--- config.mk ---
export PLATFORM = sky130hd
export DESIGN_NAME = sensor_adc_reader
export DESIGN_NICKNAME = d
export VERILOG_FILES = /design/src/rtl/sensor_adc_reader.sv
export SDC_FILE = /design/constraint.sdc
export NUM_CORES = 1
export LEC_CHECK = 0
export ABC_AREA = 1
export ABC_CLOCK_PERIOD_IN_PS = 2500
export CORE_MARGIN = 5
export CORE_UTILIZATION = 44
export DETAILED_ROUTE_END_ITERATION = 6
export PLACE_DENSITY = 0.69
export SLEW_MARGIN = 20
export SYNTH_ARGS = -nofsm -noshare
export SYNTH_HDL_FRONTEND = slang
export SYNTH_SLANG_ARGS = --single-unit
--- constraint.sdc ---
create_clock -name clk -period 2.5 [get_ports clk]
set_clock_uncertainty 0.05 [all_clocks]
set_input_delay 0.5 -clock clk [delete_from_list [all_inputs] [get_ports clk]]
set_output_delay 0.5 -clock clk [all_outputs]
set_load 0.01 [all_outputs]
--- src/rtl/sensor_adc_reader.sv ---
// Periodically scans three channels of an SPI ADC and holds the latest
// 10-bit result of each channel, zero-extended to 16 bits.
module sensor_adc_reader #(
   parameter int unsigned CLK_DIV  = 25,
   parameter int unsigned SCAN_GAP = 1000,
   parameter logic [2:0]  CH1      = 3'd0,
   parameter logic [2:0]  CH2      = 3'd1,
   parameter logic [2:0]  CH3      = 3'd2
) (
   input  logic        clk,
   input  logic        rst,
   input  logic        enable,
   input  logic        miso,
   output logic        cs_n,
   output logic        sclk,
   output logic        mosi,
   output logic [15:0] sen_1,
   output logic [15:0] sen_2,
   output logic [15:0] sen_3,
   output logic        scan_done,
   output logic        busy,
   output logic [7:0]  scan_count
);

   typedef enum logic [2:0] {IDLE, CS_SETUP, SHIFT, CS_HOLD, GAP} state_t;

   localparam logic [19:0] DIV_LAST = 20'(CLK_DIV - 1);
   localparam logic [19:0] GAP_LAST = 20'(SCAN_GAP - 1);

   state_t      state_q, state_d;
   logic [19:0] cnt_q, cnt_d;
   logic [4:0]  bit_q, bit_d;
   logic [1:0]  idx_q, idx_d;
   logic [23:0] tx_q, tx_d;
   logic [9:0]  rx_q, rx_d;
   logic        cs_n_q, cs_n_d;
   logic        sclk_q, sclk_d;
   logic        mosi_q, mosi_d;
   logic [15:0] sen_1_q, sen_1_d;
   logic [15:0] sen_2_q, sen_2_d;
   logic [15:0] sen_3_q, sen_3_d;
   logic        scan_done_q, scan_done_d;
   logic [7:0]  scan_count_q, scan_count_d;
   logic        load_tx;

   function automatic logic [23:0] tx_word(input logic [1:0] idx);
      logic [2:0] ch;
      ch = (idx == 2'd0) ? CH1 : (idx == 2'd1) ? CH2 : CH3;
      return {7'b0, 1'b1, 1'b1, ch, 12'b0};
   endfunction

   always_comb begin
      state_d      = state_q;
      cnt_d        = cnt_q;
      bit_d        = bit_q;
      idx_d        = idx_q;
      tx_d         = tx_q;
      rx_d         = rx_q;
      cs_n_d       = cs_n_q;
      sclk_d       = sclk_q;
      mosi_d       = mosi_q;
      sen_1_d      = sen_1_q;
      sen_2_d      = sen_2_q;
      sen_3_d      = sen_3_q;
      scan_done_d  = 1'b0;
      scan_count_d = scan_count_q;
      load_tx      = 1'b0;

      case (state_q)
         IDLE: begin
            cs_n_d = 1'b1;
            sclk_d = 1'b0;
            mosi_d = 1'b0;
            if (enable) begin
               state_d = CS_SETUP;
               idx_d   = 2'd0;
               cnt_d   = '0;
               cs_n_d  = 1'b0;
               load_tx = 1'b1;
            end
         end
         CS_SETUP: begin
            if (cnt_q == DIV_LAST) begin
               state_d = SHIFT;
               cnt_d   = '0;
               bit_d   = '0;
               sclk_d  = 1'b1;
               rx_d    = {rx_q[8:0], miso};
            end else begin
               cnt_d = cnt_q + 20'd1;
            end
         end
         SHIFT: begin
            if (cnt_q != DIV_LAST) begin
               cnt_d = cnt_q + 20'd1;
            end else begin
               cnt_d = '0;
               if (sclk_q) begin
                  // rotate rather than shift so every tx bit stays in use; after 24 falls mosi returns to bit 23 (0)
                  sclk_d = 1'b0;
                  tx_d   = {tx_q[22:0], tx_q[23]};
                  mosi_d = tx_d[23];
               end else if (bit_q == 5'd23) begin
                  state_d = CS_HOLD;
                  cs_n_d  = 1'b1;
                  mosi_d  = 1'b0;
                  case (idx_q)
                     2'd0:    sen_1_d = {6'b0, rx_q};
                     2'd1:    sen_2_d = {6'b0, rx_q};
                     default: begin
                        sen_3_d      = {6'b0, rx_q};
                        scan_done_d  = 1'b1;
                        scan_count_d = scan_count_q + 8'd1;
                     end
                  endcase
               end else begin
                  bit_d  = bit_q + 5'd1;
                  sclk_d = 1'b1;
                  rx_d   = {rx_q[8:0], miso};
               end
            end
         end
         CS_HOLD: begin
            if (cnt_q == DIV_LAST) begin
               cnt_d = '0;
               if (!enable) begin
                  state_d = IDLE;
                  idx_d   = 2'd0;
               end else if (idx_q != 2'd2) begin
                  state_d = CS_SETUP;
                  idx_d   = idx_q + 2'd1;
                  cs_n_d  = 1'b0;
                  load_tx = 1'b1;
               end else if (SCAN_GAP == 0) begin
                  state_d = CS_SETUP;
                  idx_d   = 2'd0;
                  cs_n_d  = 1'b0;
                  load_tx = 1'b1;
               end else begin
                  state_d = GAP;
               end
            end else begin
               cnt_d = cnt_q + 20'd1;
            end
         end
         GAP: begin
            if (cnt_q == GAP_LAST) begin
               cnt_d = '0;
               idx_d = 2'd0;
               if (enable) begin
                  state_d = CS_SETUP;
                  cs_n_d  = 1'b0;
                  load_tx = 1'b1;
               end else begin
                  state_d = IDLE;
               end
            end else begin
               cnt_d = cnt_q + 20'd1;
            end
         end
         default: state_d = IDLE;
      endcase

      if (load_tx) begin
         tx_d   = tx_word(idx_d);
         mosi_d = tx_d[23];
      end
   end

   always_ff @(posedge clk) begin
      if (rst) begin
         state_q      <= IDLE;
         cnt_q        <= '0;
         bit_q        <= '0;
         idx_q        <= '0;
         tx_q         <= '0;
         rx_q         <= '0;
         cs_n_q       <= 1'b1;
         sclk_q       <= 1'b0;
         mosi_q       <= 1'b0;
         sen_1_q      <= '0;
         sen_2_q      <= '0;
         sen_3_q      <= '0;
         scan_done_q  <= 1'b0;
         scan_count_q <= '0;
      end else begin
         state_q      <= state_d;
         cnt_q        <= cnt_d;
         bit_q        <= bit_d;
         idx_q        <= idx_d;
         tx_q         <= tx_d;
         rx_q         <= rx_d;
         cs_n_q       <= cs_n_d;
         sclk_q       <= sclk_d;
         mosi_q       <= mosi_d;
         sen_1_q      <= sen_1_d;
         sen_2_q      <= sen_2_d;
         sen_3_q      <= sen_3_d;
         scan_done_q  <= scan_done_d;
         scan_count_q <= scan_count_d;
      end
   end

   assign cs_n       = cs_n_q;
   assign sclk       = sclk_q;
   assign mosi       = mosi_q;
   assign sen_1      = sen_1_q;
   assign sen_2      = sen_2_q;
   assign sen_3      = sen_3_q;
   assign scan_done  = scan_done_q;
   assign scan_count = scan_count_q;
   assign busy       = (state_q != IDLE);

endmodule

==> run summary <==
crit-path max cell delay - 610 ps
post-DP HPWL - 8340 µm
placed cell area - 5590 µm²
clk_lat worst skew - 350 ps
dpl ws - 181 ps
post-cts sizing count - 0
full die area - 13,900 µm²
Total Routed Length - 11,200 µm
start point of the critical path - state_q[2]
Area growth syn-to-layout - 15.2%
GPL Wtd Cong - 0.886
GRT overflow - 0
via count - 4,399
Chip Height - 118 µm
Fmax - 417 MHz
Setup CP Type - flip-flop to output port
setup_tns - 0 ps
crit-path cells - inv_1, nand2_1, nor2_1, inv_1, clkdlybuf4s50_1
Routed WL per cell - 12.8 µm
post-route cell area - 5900 µm²
Slowest cell on crit path - dfxtp_1
ys async rst share - 0%
number of vias per cell - 5.06
HP Class - flip-flop to flip-flop
Final min period - 2400 ps
Post-Syn Area - 5120 µm²
most frequent cells in the layout - nand2_1 (116), dfxtp_1 (106), nor2_1 (82)
Util after Layout - 51.7%
antenna violations before repair - 0
row count - 39
Placed Cells - 854
Synth Instances - 682
Setup crit end - busy
VDD IR-drop max - 0.000348 V
Reg2Reg Launch Point - cnt_q[0]
postcts setup bufs - 0
number of detailed-route iterations in the first pass - 5
I/O pin total - 65
CTS Buf Count - 9
clock slew at reported path FFs - 80 ps
CTS Buffer Depth - 2
CTS Root Buffer Type - clkbuf_16
drt first-iter violations - 372
chip width - 118 µm
CTS tree - done
# DRC - 0
IO Port Bufs - 46
critical path arrival - 1850 ps
clk sinks - 106
first-pass GRT wire length - 19,400 µm
syn avg cell area - 7.51 µm²
FILL cells - 1,113
vias in the first global route - 4,173
core area - 11,400 µm²
Main synth FF type - dfxtp_1
critical path required time - 1950 ps
Yosys Warn Count - 0
Setup crit start kind - flip-flop
CP Capture Type - output port
pwr/cell area - 744 nW/µm²
total track usage - 16.2%
register area - 2120 µm²
multi-input logic area - 2460 µm²
number of distinct library cells after synthesis - 46
critical-path maximum fanout - 10
Yosys reg bits - 106
Initial Util - 44.8%
Pleak - 2.17 nW
commonest non-fill, non-tap cell in the layout - nand2_1
Max-cap violations - 0
largest net degree at the start of global routing - 36
Final Hold Fails - 0
Non-Filler Instances - 870
RSZ-0062 raised after global routing - no
Seq/Total Area, Yosys - 41.4%
fin worst setup slack - 99.9 ps
Critical Path Most Common Cell - inv_1
EDFF count, synth - 0
FF-to-FF End - cnt_q[16]
final cycle utilization of the critical path - 96.0%
Routed Antenna Nets - 0
Final Setup Violations - 0
htree depth - 3
status - finished, final reports clean
final net count - 734
R2R setup slack - 440 ps
Final Slew Violations - 0
r2r worst-path depth - 14
# hold bufs at CTS - 0
ANT cells - 0
share of cells above drive strength 1 - 11.7%
-- state kept, by name, summed over array words and instances (netlist names), 2 cells and up --
register    flops
idx_q           2
scan_count      8
sen_2          10
rx_q           10
cnt_q          20
tx_q           24
state_q         3
sen_3          10
sen_1          10
bit_q           5
-- layer usage --
| layer | up-vias | track usage (%) | wire length, µm |
|---|---|---|---|
| met3 | 9 | 3.27 | 447 |
| met1 | 2037 | 21.1 | 5170 |
| li1 | 2269 | - | - |
| met5 | - | 0 | 0 |
| met4 | 0 | 4.66 | 119 |
| met2 | 84 | 27.0 | 5440 |
-- worst min-delay path by stage --
| stage | from | to | slack (ps) | depth (start not counted) |
|---|---|---|---|---|
| 2_1_floorplan | tx_q[11] | tx_q[11] | 390 | 2 |
| 3_3_place_gp | sen_1[2] | sen_1[2] | 380 | 2 |
| 3_5_place_dp | sen_1[4] | sen_1[4] | 390 | 2 |
| 4_1_cts | sen_2[9] | sen_2[9] | 400 | 2 |
| 5_1_grt | sen_1[6] | sen_1[6] | 420 | 2 |
| 6_report | sen_1[7] | sen_1[7] | 390 | 2 |
-- Yosys cell counts, types with 8 or more instances --
master / count / area share (%)
o21ai_0: 44 / 4.3
a21oi_1: 68 / 6.6
nor2_2: 10 / 1.2
nor3_1: 10 / 0.98
inv_1: 69 / 5.1
clkbuf_1: 9 / 0.66
ha_1: 8 / 2.0
nand2_1: 116 / 8.5
nand2_2: 9 / 1.1
nand3_1: 30 / 2.9
nor2_1: 82 / 6.0
nor2_4: 8 / 1.8
a211oi_1: 9 / 1.3
inv_2: 11 / 0.81
dfxtp_1: 106 / 41
buf_4: 20 / 2.9
-- worst max-delay path, delay by kind of cell, from the launching register on --
kind	cells	cell delay, ps
AND/OR/NAND/NOR	2	140
flip-flops	1	610
buffers and inverters	3	760
-- area by class of cell --
cell class	instances	share of cell area, %
Clock buffer	9	3.82
Clock inverter	7	1.44
Inverter	86	5.68
Multi-Input combinational cell	468	41.6
Sequential cell	106	36.0
Tap cell	143	3.03
Timing Repair Buffer	51	8.44
-- cell families after synthesis --
group	Yosys count	synth area share (%)
AO/OA/AOI/OAI	142	15.4
XOR/XNOR	7	1.20
adder cells (fa/ha/maj)	8	1.95
buffers and inverters	125	11.8
flip-flops	106	41.4
other	1	0.0732
AND/OR/NAND/NOR	293	28.1
-- through the flow --
| step | hold WS [ps] | power, mW |
|---|---|---|
| after global routing | 423 | 4.63 |
| after floorplan | 387 | 2.78 |
| after CTS | 398 | 4.40 |
| after global placement | 382 | 2.98 |
| final | 394 | 4.39 |
| after detailed placement | 386 | 2.99 |
-- power breakdown --
| part | switching (mW) | internal, mW |
|---|---|---|
| clock | 0.708 | 0.714 |
| combinational | 0.759 | 0.359 |
| sequential | 0.0971 | 1.75 |
No activity file was read; power rests on OpenSTA's default activity.
